--- src/rtl/pixel_write_queue.sv ---
// -----------------------------------------------------------------------------
// pixel_write_queue
//
// Purpose:
//   Small FIFO between the game/draw FSM and the frame-buffer write port.
//   The draw FSM pushes clear/draw pixel writes back-to-back. The queue
//   forwards them to the frame buffer only in cycles where the frame buffer
//   grants access (fb_allow). Writes to addresses outside the frame buffer
//   are accepted, discarded and counted.
//
// Ports:
//   clk         system clock
//   rst         synchronous reset, active low
//   in_valid    request present
//   in_ready    queue can accept a request (== !full)
//   in_addr     pixel address of the request
//   in_data     pixel colour of the request (RGB 8:8:8)
//   flush       discard every queued entry
//   fb_allow    frame-buffer write port available this cycle
//   fb_addr     write address to the frame buffer (holds while fb_we == 0)
//   fb_data     write data to the frame buffer (holds while fb_we == 0)
//   fb_we       one-cycle write strobe per issued entry
//   level       current occupancy, 0..DEPTH
//   empty       level == 0
//   full        level == DEPTH
//   drop_count  illegal-address requests discarded, saturates at 255
// -----------------------------------------------------------------------------
module pixel_write_queue #(
  parameter int ADDR_W    = 15,
  parameter int DATA_W    = 24,
  parameter int DEPTH     = 16,
  parameter int MEM_WORDS = 19200
) (
  input  logic                        clk,
  input  logic                        rst,
  input  logic                        in_valid,
  output logic                        in_ready,
  input  logic [ADDR_W-1:0]           in_addr,
  input  logic [DATA_W-1:0]           in_data,
  input  logic                        flush,
  input  logic                        fb_allow,
  output logic [ADDR_W-1:0]           fb_addr,
  output logic [DATA_W-1:0]           fb_data,
  output logic                        fb_we,
  output logic [$clog2(DEPTH):0]      level,
  output logic                        empty,
  output logic                        full,
  output logic [7:0]                  drop_count
);

  localparam int PTR_W   = $clog2(DEPTH);
  localparam int LVL_W   = PTR_W + 1;
  localparam int ENTRY_W = ADDR_W + DATA_W;

  // One extra bit so the limit itself (e.g. 19200) is representable even
  // when it equals 2**ADDR_W.
  localparam logic [ADDR_W:0] ADDR_LIMIT = MEM_WORDS[ADDR_W:0];
  localparam logic [LVL_W-1:0] LVL_FULL  = LVL_W'(DEPTH);

  typedef enum logic [1:0] {
    S_IDLE  = 2'd0,
    S_DRAIN = 2'd1,
    S_HOLD  = 2'd2,
    S_FLUSH = 2'd3
  } state_t;

  // ---------------------------------------------------------------------------
  // Registers
  // ---------------------------------------------------------------------------
  state_t              state_q, state_d;
  logic [PTR_W-1:0]    wr_ptr_q, wr_ptr_d;
  logic [PTR_W-1:0]    rd_ptr_q, rd_ptr_d;
  logic [LVL_W-1:0]    level_q, level_d;
  logic [7:0]          drop_q, drop_d;
  logic                fb_we_q;
  logic [ADDR_W-1:0]   fb_addr_q;
  logic [DATA_W-1:0]   fb_data_q;

  // Entry storage; contents are never reset, only the pointers are.
  logic [ENTRY_W-1:0]  mem_q [DEPTH];
  logic [ENTRY_W-1:0]  head_entry;

  // ---------------------------------------------------------------------------
  // Handshake and event decode
  // ---------------------------------------------------------------------------
  logic queue_empty;
  logic queue_full;
  logic push_hs;
  logic addr_legal;
  logic store;
  logic drop_inc;
  logic pop;

  assign queue_empty = (level_q == '0);
  assign queue_full  = (level_q == LVL_FULL);

  // in_ready depends only on registered level, so a pop in the same cycle
  // never opens a slot for a push while full.
  assign push_hs    = in_valid && !queue_full;
  assign addr_legal = ({1'b0, in_addr} < ADDR_LIMIT);

  // A flush swallows a concurrent push: the handshake still completes, but
  // the entry is neither stored nor counted as dropped.
  assign store    = push_hs && addr_legal && !flush;
  assign drop_inc = push_hs && !addr_legal && !flush;

  // No pop on the flush edge or during the FLUSH recovery cycle.
  assign pop = (state_q != S_FLUSH) && !flush && !queue_empty && fb_allow;

  assign head_entry = mem_q[rd_ptr_q];

  // ---------------------------------------------------------------------------
  // Pointer / level / counter next state
  // ---------------------------------------------------------------------------
  always_comb begin
    wr_ptr_d = wr_ptr_q;
    rd_ptr_d = rd_ptr_q;
    level_d  = level_q;
    drop_d   = drop_q;

    if (flush) begin
      wr_ptr_d = '0;
      rd_ptr_d = '0;
      level_d  = '0;
    end else begin
      if (store) begin
        wr_ptr_d = wr_ptr_q + PTR_W'(1);
      end
      if (pop) begin
        rd_ptr_d = rd_ptr_q + PTR_W'(1);
      end
      unique case ({store, pop})
        2'b10:   level_d = level_q + LVL_W'(1);
        2'b01:   level_d = level_q - LVL_W'(1);
        default: level_d = level_q;
      endcase
    end

    if (drop_inc && (drop_q != 8'hFF)) begin
      drop_d = drop_q + 8'd1;
    end
  end

  // ---------------------------------------------------------------------------
  // Control FSM: next state
  // ---------------------------------------------------------------------------
  always_comb begin
    state_d = state_q;

    if (flush) begin
      state_d = S_FLUSH;
    end else begin
      unique case (state_q)
        S_IDLE: begin
          if (store) begin
            state_d = S_DRAIN;
          end
        end
        S_DRAIN: begin
          if (level_d == '0) begin
            state_d = S_IDLE;
          end else if (!fb_allow) begin
            state_d = S_HOLD;
          end
        end
        S_HOLD: begin
          // The pop for this transition happens on the same edge.
          if (fb_allow) begin
            state_d = S_DRAIN;
          end
        end
        S_FLUSH: begin
          // A push landing in the recovery cycle must not be stranded in IDLE.
          state_d = store ? S_DRAIN : S_IDLE;
        end
        default: state_d = S_IDLE;
      endcase
    end
  end

  // ---------------------------------------------------------------------------
  // State registers
  // ---------------------------------------------------------------------------
  always_ff @(posedge clk) begin
    if (!rst) begin
      state_q   <= S_IDLE;
      wr_ptr_q  <= '0;
      rd_ptr_q  <= '0;
      level_q   <= '0;
      drop_q    <= '0;
      fb_we_q   <= 1'b0;
      fb_addr_q <= '0;
      fb_data_q <= '0;
    end else begin
      state_q  <= state_d;
      wr_ptr_q <= wr_ptr_d;
      rd_ptr_q <= rd_ptr_d;
      level_q  <= level_d;
      drop_q   <= drop_d;
      fb_we_q  <= pop;
      // Address/data only move on a pop so they hold between strobes.
      if (pop) begin
        fb_addr_q <= head_entry[ENTRY_W-1:DATA_W];
        fb_data_q <= head_entry[DATA_W-1:0];
      end
    end
  end

  // Entry write port.
  always_ff @(posedge clk) begin
    if (rst && store) begin
      mem_q[wr_ptr_q] <= {in_addr, in_data};
    end
  end

  // ---------------------------------------------------------------------------
  // Outputs
  // ---------------------------------------------------------------------------
  assign in_ready   = !queue_full;
  assign fb_addr    = fb_addr_q;
  assign fb_data    = fb_data_q;
  assign fb_we      = fb_we_q;
  assign level      = level_q;
  assign empty      = queue_empty;
  assign full       = queue_full;
  assign drop_count = drop_q;

endmodule

--- config.mk ---
export PLATFORM = sky130hd
export DESIGN_NAME = pixel_write_queue
export DESIGN_NICKNAME = d
export VERILOG_FILES = /design/src/rtl/pixel_write_queue.sv
export SDC_FILE = /design/constraint.sdc
export NUM_CORES = 1
export LEC_CHECK = 0
export BUFFER_PORTS_ARGS = -buffer_cell sky130_fd_sc_hd__buf_2
export CAP_MARGIN = 25
export CORE_UTILIZATION = 40
export DETAILED_ROUTE_END_ITERATION = 10
export GPL_ROUTABILITY_DRIVEN = 0
export GPL_TIMING_DRIVEN = 0
export PLACE_DENSITY_LB_ADDON = 0.3
export SYNTH_ARGS = -nofsm -noshare
export SYNTH_HDL_FRONTEND = slang
export SYNTH_SLANG_ARGS = --single-unit
--- constraint.sdc ---
create_clock -name clk -period 4.4 [get_ports clk]
set_input_delay 0.66 -clock clk [delete_from_list [all_inputs] [get_ports clk]]
set_output_delay 0.66 -clock clk [all_outputs]
set_load 0.02 [all_outputs]
==> impl_metrics.json <==
{
  "fin_nets": 1480,
  "dieWidth_um": 258,
  "ys_seq_area_frac": 0.765,
  "swShare": 0.194,
  "slew_headroom": 0.320,
  "grt_pass1_wl_um": 86400,
  "peakVddDrop_uv": 263,
  "layout_commonest_cell": "edfxtp_1",
  "ys_async_sr_fraction": 0,
  "clock_power_share": 0.438,
  "numCtsBuffers": 70,
  "p_switching_mw": 2.55,
  "p_leak_nw": 9.58,
  "p_per_area_mw_per_mm2": 426,
  "grt_overflow": 0,
  "pre_cts_ws_ns": 0.591,
  "ys.flop_type": "edfxtp_1",
  "finClkSkew_ns": 0.0141,
  "crit_required_ns": 4.86,
  "vias": 12700,
  "fillerInstances": 5329,
  "layout-drive-gt1-share": 0.295,
  "die_y_um": 258,
  "instances_no_fill": 2334,
  "first_global_vias": 13300,
  "cts_buffer_depth": 3,
  "cp-end-kind": "flip-flop",
  "rrSetupSlack_ns": 1.08,
  "start_util": 0.405,
  "cp_max_fo": 7,
  "worst_pin_slew_ns": 1.02,
  "power_frac_comb": 0.018,
  "arrival_ns": 3.78,
  "grt_use_total": 0.176,
  "diodes": 0,
  "outcome": "complete, no violations",
  "drc": 0,
  "core-area_sq_mm": 0.0646,
  "power_frac_seq": 0.544,
  "worst_skew_pair.late_latency_ns": 0.59,
  "dr.pass1.iters": 5,
  "path_clk_slew_ns": 0.06,
  "hold_viol": 0,
  "finalSetupViolations": 0,
  "holdBufCountCts": 0,
  "final.period_utilization": 0.755,
  "netlist_area_sq_mm": 0.0262,
  "layout_setup_ws_ns": 1.08,
  "drv_slew": 0,
  "ioPinCount": 100,
  "cts_tree": "done",
  "cts_resized": 0,
  "syn_inst": 1224,
  "ys_ff_latch": 687,
  "numClockSinks": 687,
  "antenna_left": 0,
  "rr_worst_depth": 12,
  "start_kind": "flip-flop",
  "dp.final_hpwl_um": 36700,
  "period_needed_ns": 3.32,
  "worstHoldPathType": "input pin to flip-flop",
  "die-area_sq_mm": 0.0664,
  "whs_path_depth": 3,
  "placementRows": 93,
  "syn_to_final_growth_pct": 17.7,
  "holdPathEnd": "state_q[0]",
  "totalWireLength_um": 57700,
  "io_buffers": 99,
  "placed_cells": 2208,
  "via_per_inst": 5.42,
  "syn_avg_cell_area_sq_um": 21.4,
  "hold_path.startpoint": "fb_allow",
  "wl_per_cell_um": 24.7,
  "synth-edff-count": 624,
  "rsz0062_at_grt": "no",
  "maxCapViolCount": 0,
  "rr_startpoint": "level[0]",
  "htreeDepth": 3,
  "yosysWarnings": 0,
  "final_cell_mix": "edfxtp_1, mux4_2, buf_2",
  "grt_max_degree": 23,
  "max_freq_mhz": 301,
  "antenna_found_initial": 2,
  "drt_iter0_drc": 914,
  "root_buffer": "clkbuf_16",
  "syn_nets": 1279,
  "synth.distinct_cells": 46,
  "worstReg2RegEnd": "state_q[1]",
  "p_int_mw": 10.6,
  "path_class": "flip-flop to flip-flop",
  "post_cts_buffers": 0
}
-- cells by family after synthesis --
kind of cell	synth area share
flops	0.765
simple gates	0.0195
fa+ha+maj	0.00555
buf+inv	0.0179
xor+xnor	0.00469
compound gates	0.0371
mux	0.150
-- through the flow --
stage / total power [mW] / TNS (ns) / utilization / area [sq um] / hold slack (ns)
2_1_floorplan: 7.38 / 0 / - / 26200 / 0.546
3_3_place_gp: 7.50 / -1011.01 / 0.429 / 27700 / 0.461
3_5_place_dp: 7.52 / 0 / 0.443 / 28600 / 0.461
4_1_cts: 13.2 / 0 / 0.477 / 30800 / 0.326
5_1_grt: 13.5 / 0 / 0.477 / 30800 / 0.368
6_report: 13.1 / 0 / 0.477 / 30800 / 0.359
-- how the worst max path moves through the flow --
stage | startpoint | endpoint | slack [ns] | cells after the start
global placement | in_addr[8] | mem_q[4][15] | -1.87 | 6
CTS | level[0] | state_q[1] | 1.10 | 12
detailed placement | in_addr[8] | state_q[1] | 0.59 | 13
finish | level[0] | state_q[1] | 1.08 | 12
global route | level[0] | state_q[1] | 0.82 | 13
floorplan | in_addr[8] | mem_q[12][0] | 0.65 | 5
-- critical path, cell delays in order (launching register included) --
cell and delay (ns):
dfxtp_1 0.46, nor4_2 0.11, and2b_4 0.20, a211oi_4 0.50, ha_1 0.38, inv_1 0.10
fa_1 0.42, nand2b_1 0.16, a21oi_1 0.16, mux2i_1 0.27, xnor2_1 0.10, o21ai_0 0.23
a21oi_1 0.11
-- Yosys cell counts (all sizes together) (7+ instances only) --
master	count	share of area
a22o	39	0.013
a22oi	39	0.011
buf	46	0.014
clkbuf	22	0.0032
dfxtp	63	0.048
edfxtp	624	0.72
ha	10	0.0048
inv	7	0.0010
mux2i	42	0.016
mux4	156	0.13
nand2	14	0.0020
nand2b	9	0.0022
nand3	9	0.0017
nor2	41	0.0060
nor3	7	0.0015
o21ai	44	0.0084
xnor2	9	0.0030
-- metal layers --
metal / global-route usage / vias to the layer above / wire length [um]
li1: - / 5519 / -
met1: 0.244 / 6679 / 25000
met2: 0.284 / 368 / 28000
met3: 0.0364 / 87 / 3560
met4: 0.0518 / 4 / 1090
met5: 0 / - / 23
-- registers in the layout (all words and copies together) (netlist names) --
register	cells
drop_count	8
fb_addr	15
fb_data	24
fb_we	1
level	5
mem_q	624
rd_ptr_q	4
state_q	2
wr_ptr_q	4
-- power groups by stage --
stage               clock (mW)  combinational [mW]  sequential, mW
floorplan                    0              0.0924            7.28
CTS                       5.85               0.244            7.14
detailed placement           0               0.243            7.27
global route              6.08               0.264            7.13
global placement             0               0.226            7.27
finish                    5.75               0.241            7.14
-- cell type report --
cell class	instances	area [sq um]	area share
Clock buffer	100	1950	0.0633
Sequential cell	687	20000	0.650
Inverter	8	30.0	0.000976
Buffer	68	439	0.0143
Multi-Input combinational cell	461	5820	0.189
Tap cell	855	1070	0.0348
Clock inverter	26	253	0.00821
Timing Repair Buffer	129	1230	0.0398
Power figures use the tool's default switching activity.
